`config.mk`:
```
export PLATFORM = sky130hd
export DESIGN_NAME = fetch_unit_flat
export DESIGN_NICKNAME = d
export VERILOG_FILES = /design/src/rtl/cpu_pkg.sv /design/src/rtl/fetch_unit_if.sv /design/src/rtl/instr_fields.sv /design/src/rtl/fetch_unit.sv /design/src/flat_wrapper.sv
export SDC_FILE = /design/constraint.sdc
export NUM_CORES = 1
export LEC_CHECK = 0
export CAP_MARGIN = 15
export CORE_MARGIN = 10
export CORE_UTILIZATION = 30
export DETAILED_ROUTE_END_ITERATION = 12
export GPL_TIMING_DRIVEN = 0
export PLACE_DENSITY_LB_ADDON = 0.08
export SLEW_MARGIN = 20
export SYNTH_ARGS = -nofsm -noshare
export SYNTH_HDL_FRONTEND = slang
export SYNTH_SLANG_ARGS = --single-unit
export TNS_END_PERCENT = 30
```
`constraint.sdc`:
```
create_clock -name clk -period 2.5 [get_ports clk]
set_input_delay 0.5 -clock clk [delete_from_list [all_inputs] [get_ports clk]]
set_output_delay 0.5 -clock clk [all_outputs]
set_load 0.1 [all_outputs]
```
`src/rtl/cpu_pkg.sv`:
```
// cpu_pkg: shared fetch FSM states, NOP encoding and instruction field widths
package cpu_pkg;
  typedef enum logic [1:0] {IDLE, FETCH, HOLD, ERR} fetch_state_t;
  localparam logic [31:0] NOP_INSTR = 32'h0000_0013;
  localparam int OPCODE_W = 7;
  localparam int REG_W = 5;
  localparam int IMM_FIELD_W = 25;
  localparam int FUNCT3_W = 3;
  localparam int FUNCT7_W = 7;
endpackage

```
`src/rtl/fetch_unit_if.sv`:
```
// fetch_unit_if: instruction memory read channel (req/addr out, ready/rdata back)
interface fetch_unit_if;
  logic req;
  logic [31:0] addr;
  logic ready;
  logic [31:0] rdata;
  modport master(output req, addr, input ready, rdata);
  modport slave(input req, addr, output ready, rdata);
endinterface

```
`src/rtl/instr_fields.sv`:
```
// instr_fields: slices an instruction word into its opcode, register and immediate fields
module instr_fields
  import cpu_pkg::*;
(
  input  logic [31:0]            instr,
  output logic [OPCODE_W-1:0]    opcode,
  output logic [REG_W-1:0]       rd,
  output logic [FUNCT3_W-1:0]    funct3,
  output logic [REG_W-1:0]       rs1,
  output logic [REG_W-1:0]       rs2,
  output logic [FUNCT7_W-1:0]    funct7,
  output logic [IMM_FIELD_W-1:0] imm_field
);
  assign opcode    = instr[6:0];
  assign rd        = instr[11:7];
  assign funct3    = instr[14:12];
  assign rs1       = instr[19:15];
  assign rs2       = instr[24:20];
  assign funct7    = instr[31:25];
  assign imm_field = instr[31:7];
endmodule

```
`src/rtl/fetch_unit.sv`:
```
// fetch_unit: multi-cycle instruction fetch FSM, PC and instruction register
module fetch_unit
  import cpu_pkg::*;
#(
  parameter logic [31:0] RESET_PC = 32'h0000_0000,
  parameter int unsigned TIMEOUT_CYCLES = 255
) (
  input  logic                   clk,
  input  logic                   rst,
  input  logic                   fetch_start,
  input  logic                   pc_load,
  input  logic [31:0]            pc_target,
  fetch_unit_if.master           imem,
  output logic [31:0]            instr,
  output logic [IMM_FIELD_W-1:0] imm_field,
  output logic [OPCODE_W-1:0]    opcode,
  output logic [REG_W-1:0]       rd,
  output logic [FUNCT3_W-1:0]    funct3,
  output logic [REG_W-1:0]       rs1,
  output logic [REG_W-1:0]       rs2,
  output logic [FUNCT7_W-1:0]    funct7,
  output logic [31:0]            pc,
  output logic [31:0]            pc_plus4,
  output logic [31:0]            pc_instr,
  output logic                   instr_valid,
  output logic                   busy,
  output logic                   fetch_err
);
  fetch_state_t state, next;
  logic [31:0] cnt, eff;
  logic timeout;
  assign eff      = pc_load ? pc_target : pc;
  assign timeout  = (TIMEOUT_CYCLES != 0) && (cnt + 32'd1 == 32'(TIMEOUT_CYCLES));
  assign pc_plus4 = pc + 32'd4;
  always_comb begin
    next = state;
    if (state == FETCH) next = imem.ready ? HOLD : timeout ? ERR : FETCH;
    else if (state != ERR && fetch_start) next = (eff[1:0] != 2'b00) ? ERR : FETCH;
  end
  // status outputs are decoded from next state so they are registered with it
  always_ff @(posedge clk) begin
    if (rst) begin
      state       <= IDLE;
      pc          <= RESET_PC;
      pc_instr    <= RESET_PC;
      instr       <= NOP_INSTR;
      imem.req    <= 1'b0;
      imem.addr   <= RESET_PC;
      instr_valid <= 1'b0;
      busy        <= 1'b0;
      fetch_err   <= 1'b0;
      cnt         <= '0;
    end else begin
      state       <= next;
      imem.req    <= next == FETCH;
      busy        <= next == FETCH;
      instr_valid <= next == HOLD;
      fetch_err   <= next == ERR;
      if (state == FETCH) begin
        cnt <= imem.ready ? '0 : cnt + 32'd1;
        if (imem.ready) begin
          instr    <= imem.rdata;
          pc_instr <= imem.addr;
          pc       <= imem.addr + 32'd4;
        end
      end else if (state != ERR) begin
        if (next == FETCH) imem.addr <= eff;
        else if (pc_load && !fetch_start) pc <= pc_target;
      end
    end
  end
  instr_fields u_fields (
    .instr(instr), .opcode(opcode), .rd(rd), .funct3(funct3),
    .rs1(rs1), .rs2(rs2), .funct7(funct7), .imm_field(imm_field)
  );
endmodule

```
`src/flat_wrapper.sv`:
```
// flat-port wrapper written by rule: the top's interface ports become plain ports
module fetch_unit_flat import cpu_pkg::*;
#(
  parameter logic [31:0] RESET_PC = 32'h0000_0000,
  parameter int unsigned TIMEOUT_CYCLES = 255
)
  (clk, rst, fetch_start, pc_load, pc_target, instr, imm_field, opcode, rd, funct3, rs1, rs2, funct7, pc, pc_plus4, pc_instr, instr_valid, busy, fetch_err, imem_req, imem_addr, imem_ready, imem_rdata);
  fetch_unit_if imem_i ();
  input  logic clk;
  input  logic rst;
  input  logic fetch_start;
  input  logic pc_load;
  input  logic [31:0] pc_target;
  output logic [31:0] instr;
  output logic [IMM_FIELD_W-1:0] imm_field;
  output logic [OPCODE_W-1:0] opcode;
  output logic [REG_W-1:0] rd;
  output logic [FUNCT3_W-1:0] funct3;
  output logic [REG_W-1:0] rs1;
  output logic [REG_W-1:0] rs2;
  output logic [FUNCT7_W-1:0] funct7;
  output logic [31:0] pc;
  output logic [31:0] pc_plus4;
  output logic [31:0] pc_instr;
  output logic instr_valid;
  output logic busy;
  output logic fetch_err;
  output wire logic [$bits(imem_i.req)-1:0] imem_req;
  output wire logic [$bits(imem_i.addr)-1:0] imem_addr;
  input wire logic [$bits(imem_i.ready)-1:0] imem_ready;
  input wire logic [$bits(imem_i.rdata)-1:0] imem_rdata;
  assign imem_req = imem_i.req;
  assign imem_addr = imem_i.addr;
  assign imem_i.ready = imem_ready;
  assign imem_i.rdata = imem_rdata;
  fetch_unit #(.RESET_PC(RESET_PC), .TIMEOUT_CYCLES(TIMEOUT_CYCLES)) u_core (.clk(clk), .rst(rst), .fetch_start(fetch_start), .pc_load(pc_load), .pc_target(pc_target), .imem(imem_i), .instr(instr), .imm_field(imm_field), .opcode(opcode), .rd(rd), .funct3(funct3), .rs1(rs1), .rs2(rs2), .funct7(funct7), .pc(pc), .pc_plus4(pc_plus4), .pc_instr(pc_instr), .instr_valid(instr_valid), .busy(busy), .fetch_err(fetch_err));
endmodule
```
; ---- Word-level counts from Yosys, hierarchy flattened
; Cells that the tools add are included.
[classes]
add_sub_neg = 3
n_eq_ne = 8
muxes = 12
bitwise_logic = 1
n_reduce_logical = 9
[op_table]
columns = operator, count
row1 = two-way mux 32 bit, 7
row2 = adder 32 x 3 -> 32 bit (second input constant), 2
row3 = adder 32 x 1 -> 32 bit (second input constant), 1
row4 = == test 32 x 8 -> 1 bit (second input constant), 1
row5 = two-way mux 2 bit, 5
row6 = != test 2 bit (second input constant), 3
row7 = nonzero test 2 bit, 3
row8 = == test 2 x 1 -> 1 bit (second input constant), 2
row9 = == test 2 bit (second input constant), 2
row10 = AND reduction 4 bit, 1
row11 = AND reduction 3 bit, 1
row12 = logical AND 1 bit, 2
row13 = AND reduction 2 bit, 1
row14 = zero test 1 bit, 1
row15 = NOT 1 bit, 1
[totals]
ff_bits = 165
in_bits = 69
output_inout_bits = 221
elab_cells = 42

; ---- Longest topological paths before layout
; Gate-level depths: netlist of run 1.
[depth]
depth_word = 9
mapped_depth = 9
ltp_nobuf = 8

; ---- By module
; A second synthesis of run 1 with hierarchy kept.
[hier_totals]
cells_unflattened = 1160
area_unflattened_um2 = 8802.2
[modules_own_cells]
columns = mod, n_inst, cells_each, area_per_inst_um2, seq_area_each_um2
row1 = fetch_unit, 1, 1103, 8374.3, 3303.2
row2 = instr_fields, 1, 57, 427.9, 0.0

; ---- Worst setup path before layout of run 1
; No wires, ideal clock.
[synth_path]
path_kind = register -> output
start = register u_core.pc[3]
end = output pc_plus4[28]
t_arrival_ns = 4.287
required_ns = 2.000
setup_slack_ns = -2.287
stages_incl_launch_ff = 9
n_path_buf = 0
cell_sequence = dfxtp_1 > ha_1 > and4_1 > nor3b_1 > and3_1 > and4_1 > nor2b_1 > nand3_1 > xnor2_1
[synth_via]
elab_chain_len = 1
[synth_rtl]
columns = item, line_no
row1 = "start, declared", fetch_unit.sv:22  ; output logic [31:0] pc,
row2 = "start signal, assigned", fetch_unit.sv:64  ; pc <= imem.addr + 32'd4;
row3 = "start signal, assigned", fetch_unit.sv:68  ; else if (pc_load && !fetch_start) pc <= pc_target;
row4 = adder 32 x 3 -> 32 bit, fetch_unit.sv:34  ; assign pc_plus4 = pc + 32'd4;
row5 = "end, declared", flat_wrapper.sv:23  ; output logic [31:0] pc_plus4;
; No other way between the ends.

; ---- Final worst setup path of run 1
[layout_path]
start = register u_core.pc[2]
end = output pc_plus4[28]
; Same word-level chain as after synthesis.

==> results.py, run 1 <==
metrics = {
    "floorplan": {
        "start_util_pct": 30.2,
        "coreArea_mm2": 0.0295,
        "pin_count": 290,
        "fp.dieArea_mm2": 0.0370,
        "die_height_um": 192,
        "die_x_um": 192,
        "row_count": 63,
    },
    "clocking": {
        "insertion_delay_ns": 0.44,
        "tritoncts": "yes",
        "max-clock-path-buffers": 2,
        "clock-sinks": 165,
        "clkTransAtPathRegs_ns": 0.06,
        "htree_levels": 4,
        "cts-root-buf": "clkbuf_16",
        "cts_buffers": 17,
    },
    "sta": {
        "min_period_over_period_pct": 128,
        "clock.fmax_ghz": 0.312,
        "tightest_slew_ns": 1.07,
        "layout_setup_ws_ns": -0.705,
        "hold_viol": 0,
        "fin_crit_ns": 3.20,
        "finClkSkew_ns": 0.0137,
        "finalSetupViolCount": 16,
        "whs_ns": 0.453,
        "slew_headroom_pct": 28.4,
        "rsz0062_at_grt": "true",
        "setup_tns_ns": -6.78,
        "slew_viol_final": 0,
    },
    "global_route": {
        "antenna_found_initial": 3,
        "grt_pass1_vias": 9265,
        "grt.overflow.total": 0,
        "grt_max_degree": 17,
        "grt_usage_pct": 19.8,
        "grt_pass1_wl_mm": 57.0,
    },
    "synth": {
        "synth_nets": 1224,
        "synth.distinct_cells": 60,
        "synth_area_mm2": 0.00890,
        "synth_ff_type": "dfxtp_1",
        "ys_warn_count": 0,
        "synth_top_family_by_area": "simple AND/OR/NAND/NOR gates",
        "yosys.area_share.simple_pct": 26.5,
        "synthMuxAreaShare_pct": 3.84,
        "synth_xor_area_share_pct": 6.30,
        "ys_async_sr_fraction_pct": 0,
        "synthAdderAreaFrac_pct": 0.562,
        "yosysSeqAreaShare_pct": 37.1,
        "synth_compound_area_share_pct": 16.3,
        "synth_edf_count": 0,
        "ys_ff_latch": 165,
        "avgSynthCellArea_um2": 7.73,
        "synthCells": 1151,
    },
    "finish": {
        "layout-drive-gt1-share_pct": 22.7,
        "final_cell_area_mm2": 0.0138,
        "utilization_pct": 46.7,
        "fin_nets": 1569,
        "nFillCells": 2970,
        "multiInputGateArea_mm2": 0.00540,
        "final_cells": 1901,
        "regArea_mm2": 0.00337,
        "areaGrowthSynthToFinish_pct": 54.5,
    },
    "route": {
        "antenna_left": 0,
        "initialDrtViolationCount": 660,
        "drc_errors": 0,
        "wl_per_cell_um": 19.9,
        "drtPass1Iterations": 5,
        "wirelength_mm": 37.7,
        "vias": 9473,
        "viasPerCell": 4.98,
    },
    "place": {
        "place_ws_ns": -1.47,
        "io_buffers": 287,
        "placed_area_mm2": 0.0127,
        "dp_cells": 1828,
        "gp_congestion": 0.854,
        "detailed_place_hpwl_mm": 28.7,
    },
    "power": {
        "total_power_mw": 8.34,
        "peakVddDrop_v": 0.000449,
        "seqPwrFrac_pct": 35.6,
        "leakage_nw": 5.75,
        "power_density_mw_per_mm2": 606,
        "internal-power_mw": 4.85,
        "swShare_pct": 41.8,
        "power_frac_comb_pct": 32.7,
        "power_frac_clock_pct": 31.8,
        "p_sw_mw": 3.49,
    },
    "worst_setup_path": {
        "crit_chain": "ha_4 > and4_4 > nor3b_4 > and3_4 > and4_4 > nor2b_4 > nand3_4 > xnor2_4 > buf_12",
        "end_kind": "output port",
        "slowest_stage": "dfxtp_4",
        "path_delay_family": "simple AND/OR/NAND/NOR gates",
        "worstPathRequired_ns": 2.00,
        "crit_buf_inv": 1,
        "crit_type": "reg2out",
        "cp-start-kind": "flip-flop",
        "worst_path_largest_cell_delay_ns": 0.38,
        "cp_common_cell": "and4_4",
        "path_max_fanout": 3,
        "crit_arrival_ns": 2.70,
    },
    "run_status": {
        "violations": "setup timing",
        "status": "complete, but fails checks",
    },
    "min_path": {
        "hold_class": "reg2reg",
    },
    "job": {
        "max_cap_violations": 0,
    },
}
## worst register-to-register path, delay by kind of cell, from the launching register on
family | cells | cell delay, ns
buffers and inverters | 1 | 0.20
flip-flops | 1 | 0.47
AO/OA/AOI/OAI | 2 | 0.62
AND/OR/NAND/NOR | 5 | 1.11
## layer usage
layer  share of wire, %  GRT usage [%]  wire [um]
met5              0.032              0         12
met4               0.82           3.58        310
met3                7.4           4.86       2780
met2                 46           32.3      17400
met1                 46           26.2      17300
## power by group through the flow
stage	Combinational (mW)	Clock [mW]	Sequential, mW
after floorplan	1.17	0	3.80
after global placement	2.70	0	3.04
after detailed placement	2.71	0	3.04
after CTS	2.72	2.71	2.97
after global routing	2.84	2.81	2.99
final	2.73	2.65	2.97
## worst paths after layout
check | depth (start not counted) | end | slack (ns) | start
min reg2reg | 2 | u_core.pc_instr[28]$_SDFFE_PP0P_ | 0.45 | u_core.pc_instr[28]$_SDFFE_PP0P_
min | 2 | u_core.pc_instr[28]$_SDFFE_PP0P_ | 0.45 | u_core.pc_instr[28]$_SDFFE_PP0P_
max reg2reg | 8 | u_core.fetch_err$_SDFF_PP0_ | 0.03 | u_core.cnt[4]$_SDFFE_PP0P_
max | 9 | pc_plus4[28] | -0.70 | u_core.pc[2]$_SDFFE_PP0P_
## repair_timing
item / 4_1_cts / 5_1_grt
resized for setup: 383 / 60
setup buffers: 30 / 13
hold buffers: 0 / 0
pin swaps: 18 / 13
endpoints found under the setup margin: 183 / 139
cloned: 0 / 0
## placed cells by master (no fill, tap or decap), types with 9 or more instances in the layout
master             n
nor3_1            13
xor2_1            22
a211oi_1          47
clkdlybuf4s50_1  103
o21ai_0           40
buf_12            13
dfxtp_4           15
nand3_1           30
buf_6             11
mux2i_1           32
nor2_1           110
nand3b_1           9
xnor2_4            9
dlygate4sd2_1     82
nand2_1          199
buf_4            162
xnor2_1           22
nand4_1           23
clkbuf_16         17
dlymetal6s2s_1    11
or3_1             10
dfxtp_2            9
clkbuf_1          60
a21oi_1          124
dfxtp_1          141
a31oi_1           14
## sequential cells by signal, indices dropped and copies added, names as in the netlist
signal              flops
u_core.cnt             32
u_core.pc_instr        32
u_core.imem.addr       32
u_core.fetch_err        1
u_core.instr           32
u_core.state            2
u_core.pc              32
u_core.imem.req         1
u_core.instr_valid      1
## layout make-up
cell class / instances / area share (%)
plain buffers: 139 / 5.88
repair buffers: 328 / 22.4
flip-flops and latches: 165 / 24.5
well taps: 390 / 3.55
clock inverters: 13 / 0.982
clock buffers: 19 / 3.22
diodes: 2 / 0.0364
multi-input cells: 838 / 39.2
inverters: 7 / 0.191
## Yosys cell counts (6+ instances only)
| master | count | share of area (%) |
|---|---|---|
| nor2_1 | 114 | 4.8 |
| dfxtp_1 | 165 | 37 |
| and3_1 | 6 | 0.42 |
| o21ai_0 | 40 | 2.2 |
| mux2i_1 | 33 | 3.7 |
| clkbuf_1 | 64 | 2.7 |
| xor2_1 | 28 | 2.8 |
| a21oi_1 | 125 | 7.0 |
| buf_4 | 64 | 5.4 |
| xnor2_1 | 36 | 3.5 |
| nor3_1 | 16 | 0.90 |
| nand4_1 | 23 | 1.6 |
| a31oi_1 | 14 | 0.98 |
| and4_1 | 10 | 0.98 |
| inv_1 | 7 | 0.30 |
| nand2_1 | 203 | 8.6 |
| or3_1 | 10 | 0.70 |
| a211oi_1 | 47 | 4.0 |
| nand3_1 | 41 | 2.3 |
| nand3b_1 | 9 | 0.76 |
## cell families (layout without fill, tap and decap cells)
kind of cell,after synthesis,in the layout
simple gates,488,488
compound gates,248,248
flops,165,165
buf+inv,148,506
xor+xnor,64,64
mux,34,34
fa+ha+maj,4,4
other cells,0,2
No activity file was read; power rests on OpenSTA's default activity.
==> inputs of run 2 (changes only) <==
--- a/config.mk
+++ b/config.mk
@@ -8,8 +8,10 @@
 export CAP_MARGIN = 15
 export CORE_MARGIN = 10
 export CORE_UTILIZATION = 30
+export CTS_BUF_LIST = sky130_fd_sc_hd__clkbuf_8
 export DETAILED_ROUTE_END_ITERATION = 12
 export GPL_TIMING_DRIVEN = 0
+export HOLD_SLACK_MARGIN = 0.06
 export PLACE_DENSITY_LB_ADDON = 0.08
 export SLEW_MARGIN = 20
 export SYNTH_ARGS = -nofsm -noshare
==> run 2 against run 1 <==
Register-to-register slack gained 0.03 ns. Largest cell class unchanged. The flow still finishes with violations (setup timing). Maximum frequency fell by 1.9%. Clock skew is 0.0027 ns higher. Largest power group unchanged. Worst setup slack lost 0.063 ns. Final cell count about the same.
==> results.py, run 2 (synthesized netlist as in run 1, its figures left out) <==
metrics = {
    "worst_setup_path": {
        "crit_chain": "ha_4 > and4_4 > nor3b_4 > and3_4 > and4_4 > nor2b_4 > nand3_4 > xnor2_4 > buf_12",
        "worst_path_largest_cell_delay_ns": 0.39,
        "path_max_fanout": 3,
        "crit_arrival_ns": 2.77,
        "crit_type": "reg2out",
        "worstPathRequired_ns": 2.00,
        "end_kind": "output port",
        "path_delay_family": "simple AND/OR/NAND/NOR gates",
        "r2r_slack_ns": 0.06,
        "cp-start-kind": "flip-flop",
        "crit_buf_inv": 1,
        "cp_common_cell": "and4_4",
        "slowest_stage": "dfxtp_4",
    },
    "route": {
        "vias": 9443,
        "wl_met1_mm": 17.2,
        "met3_wirelength_mm": 2.78,
        "drtPass1Iterations": 5,
        "route.met2.wl_mm": 17.1,
        "antenna_left": 0,
        "wl_per_cell_um": 19.7,
        "wirelength_mm": 37.4,
        "drc_errors": 0,
        "highest_layer": "met5",
        "viasPerCell": 4.96,
        "initialDrtViolationCount": 551,
    },
    "finish": {
        "fin_nets": 1569,
        "final_cells": 1902,
        "utilization_pct": 46.1,
        "layout_commonest_cell": "nand2_1",
        "multiInputGateArea_mm2": 0.00540,
        "layout-drive-gt1-share_pct": 22.5,
        "final_cell_mix": "nand2_1 (199), buf_4 (157), dfxtp_1 (139)",
        "regArea_mm2": 0.00337,
        "areaGrowthSynthToFinish_pct": 52.7,
        "nFillCells": 2995,
    },
    "clocking": {
        "clock-sinks": 165,
        "cts_buffers": 17,
        "tritoncts": "yes",
        "htree_levels": 4,
        "ctsHoldBuffers": 0,
        "clkTransAtPathRegs_ns": 0.10,
        "max-clock-path-buffers": 2,
        "insertion_delay_ns": 0.47,
        "cts-root-buf": "clkbuf_8",
    },
    "sta": {
        "tightest_slew_ns": 1.07,
        "clock.fmax_ghz": 0.306,
        "slew_headroom_pct": 28.3,
        "finalSetupViolCount": 17,
        "layout_setup_ws_ns": -0.768,
        "fin_crit_ns": 3.27,
        "hold_viol": 0,
        "min_period_over_period_pct": 131,
        "rsz0062_at_grt": "true",
        "setup_tns_ns": -7.75,
        "finClkSkew_ns": 0.0164,
        "slew_viol_final": 0,
    },
    "global_route": {
        "grt.overflow.total": 0,
        "grt_usage_pct": 19.6,
        "antenna_found_initial": 3,
        "grt_pass1_vias": 9214,
        "grt_max_degree": 17,
        "grt_pass1_wl_mm": 56.6,
    },
    "floorplan": {
        "die_height_um": 192,
        "fp.dieArea_mm2": 0.0370,
        "start_util_pct": 30.2,
        "die_x_um": 192,
        "pin_count": 290,
        "coreArea_mm2": 0.0295,
        "row_count": 63,
    },
    "min_path": {
        "hold_class": "reg2reg",
    },
    "run_status": {
        "violations": "setup timing",
        "status": "complete, but fails checks",
    },
    "place": {
        "gp_congestion": 0.854,
        "io_buffers": 287,
        "detailed_place_hpwl_mm": 28.7,
        "dp_cells": 1828,
        "place_ws_ns": -1.47,
    },
    "power": {
        "peakVddDrop_v": 0.000308,
        "power_density_mw_per_mm2": 564,
        "leakage_nw": 5.73,
    },
    "job": {
        "max_cap_violations": 0,
    },
}
run 2: cell types whose count changed in the layout (fill, tap and decap cells not counted), sizes merged:
| cell | change |
|---|---|
| clkbuf | -4 |
| diode | +1 |
| clkdlybuf4s15 | +4 |
| dlymetal6s2s | -3 |
| dlygate4sd2 | +21 |
| inv | +1 |
| buf | -4 |
| clkdlybuf4s50 | -15 |
run 2: timing repair:
item                       4_1_cts  5_1_grt
gates resized for setup        410       50
cloned                           0        0
pin swaps                       16       10
setup endpoints to repair      207      153
buffers inserted                29       12
run 2: tightest hold or removal path, delay by kind of cell (launching register included):
family	cells	cell delay (ns)
AOI/OAI and AO/OA	1	0.05
and+or+nand+nor	1	0.05
DFF	1	0.32
run 2: final timing paths:
path,start,end,cells after the start
max,u_core.pc[3]$_SDFFE_PP0P_,pc_plus4[28],9
max reg2reg,u_core.cnt[1]$_SDFFE_PP0P_,u_core.fetch_err$_SDFF_PP0_,8
min,u_core.pc_instr[24]$_SDFFE_PP0P_,u_core.pc_instr[24]$_SDFFE_PP0P_,2
min reg2reg,u_core.pc_instr[24]$_SDFFE_PP0P_,u_core.pc_instr[24]$_SDFFE_PP0P_,2
run 2: routing by layer:
metal	up-vias	track usage, %
met4	2	3.82
met2	293	31.5
li1	4654	-
met3	21	5.13
met5	-	0
met1	4473	26.1
run 2: stage by stage:
| stage | instance area, um2 | power [mW] | hold slack (ns) |
|---|---|---|---|
| 2_1_floorplan | 9330 | 4.97 | 0.467 |
| 3_3_place_gp | 12700 | 5.73 | 0.441 |
| 3_5_place_dp | 12700 | 5.74 | 0.446 |
| 4_1_cts | 13300 | 7.71 | 0.459 |
| 5_1_grt | 13600 | 7.97 | 0.475 |
| 6_report | 13600 | 7.66 | 0.457 |
run 2: cell type report:
type,count,area share (%)
inverters,7,0.193
repair buffers,328,22.8
multi-input cells,838,39.7
clock inverters,14,1.02
diodes,3,0.0552
clock buffers,18,1.82
well taps,390,3.59
flip-flops and latches,165,24.8
plain buffers,139,5.94
run 2: power breakdown:
group          switching, mW  total [mW]  leakage, nW  internal [mW]
combinational           2.05        2.72         4.18          0.667
clock                   1.14        1.98        0.197          0.844
sequential             0.214        2.96         1.36           2.75
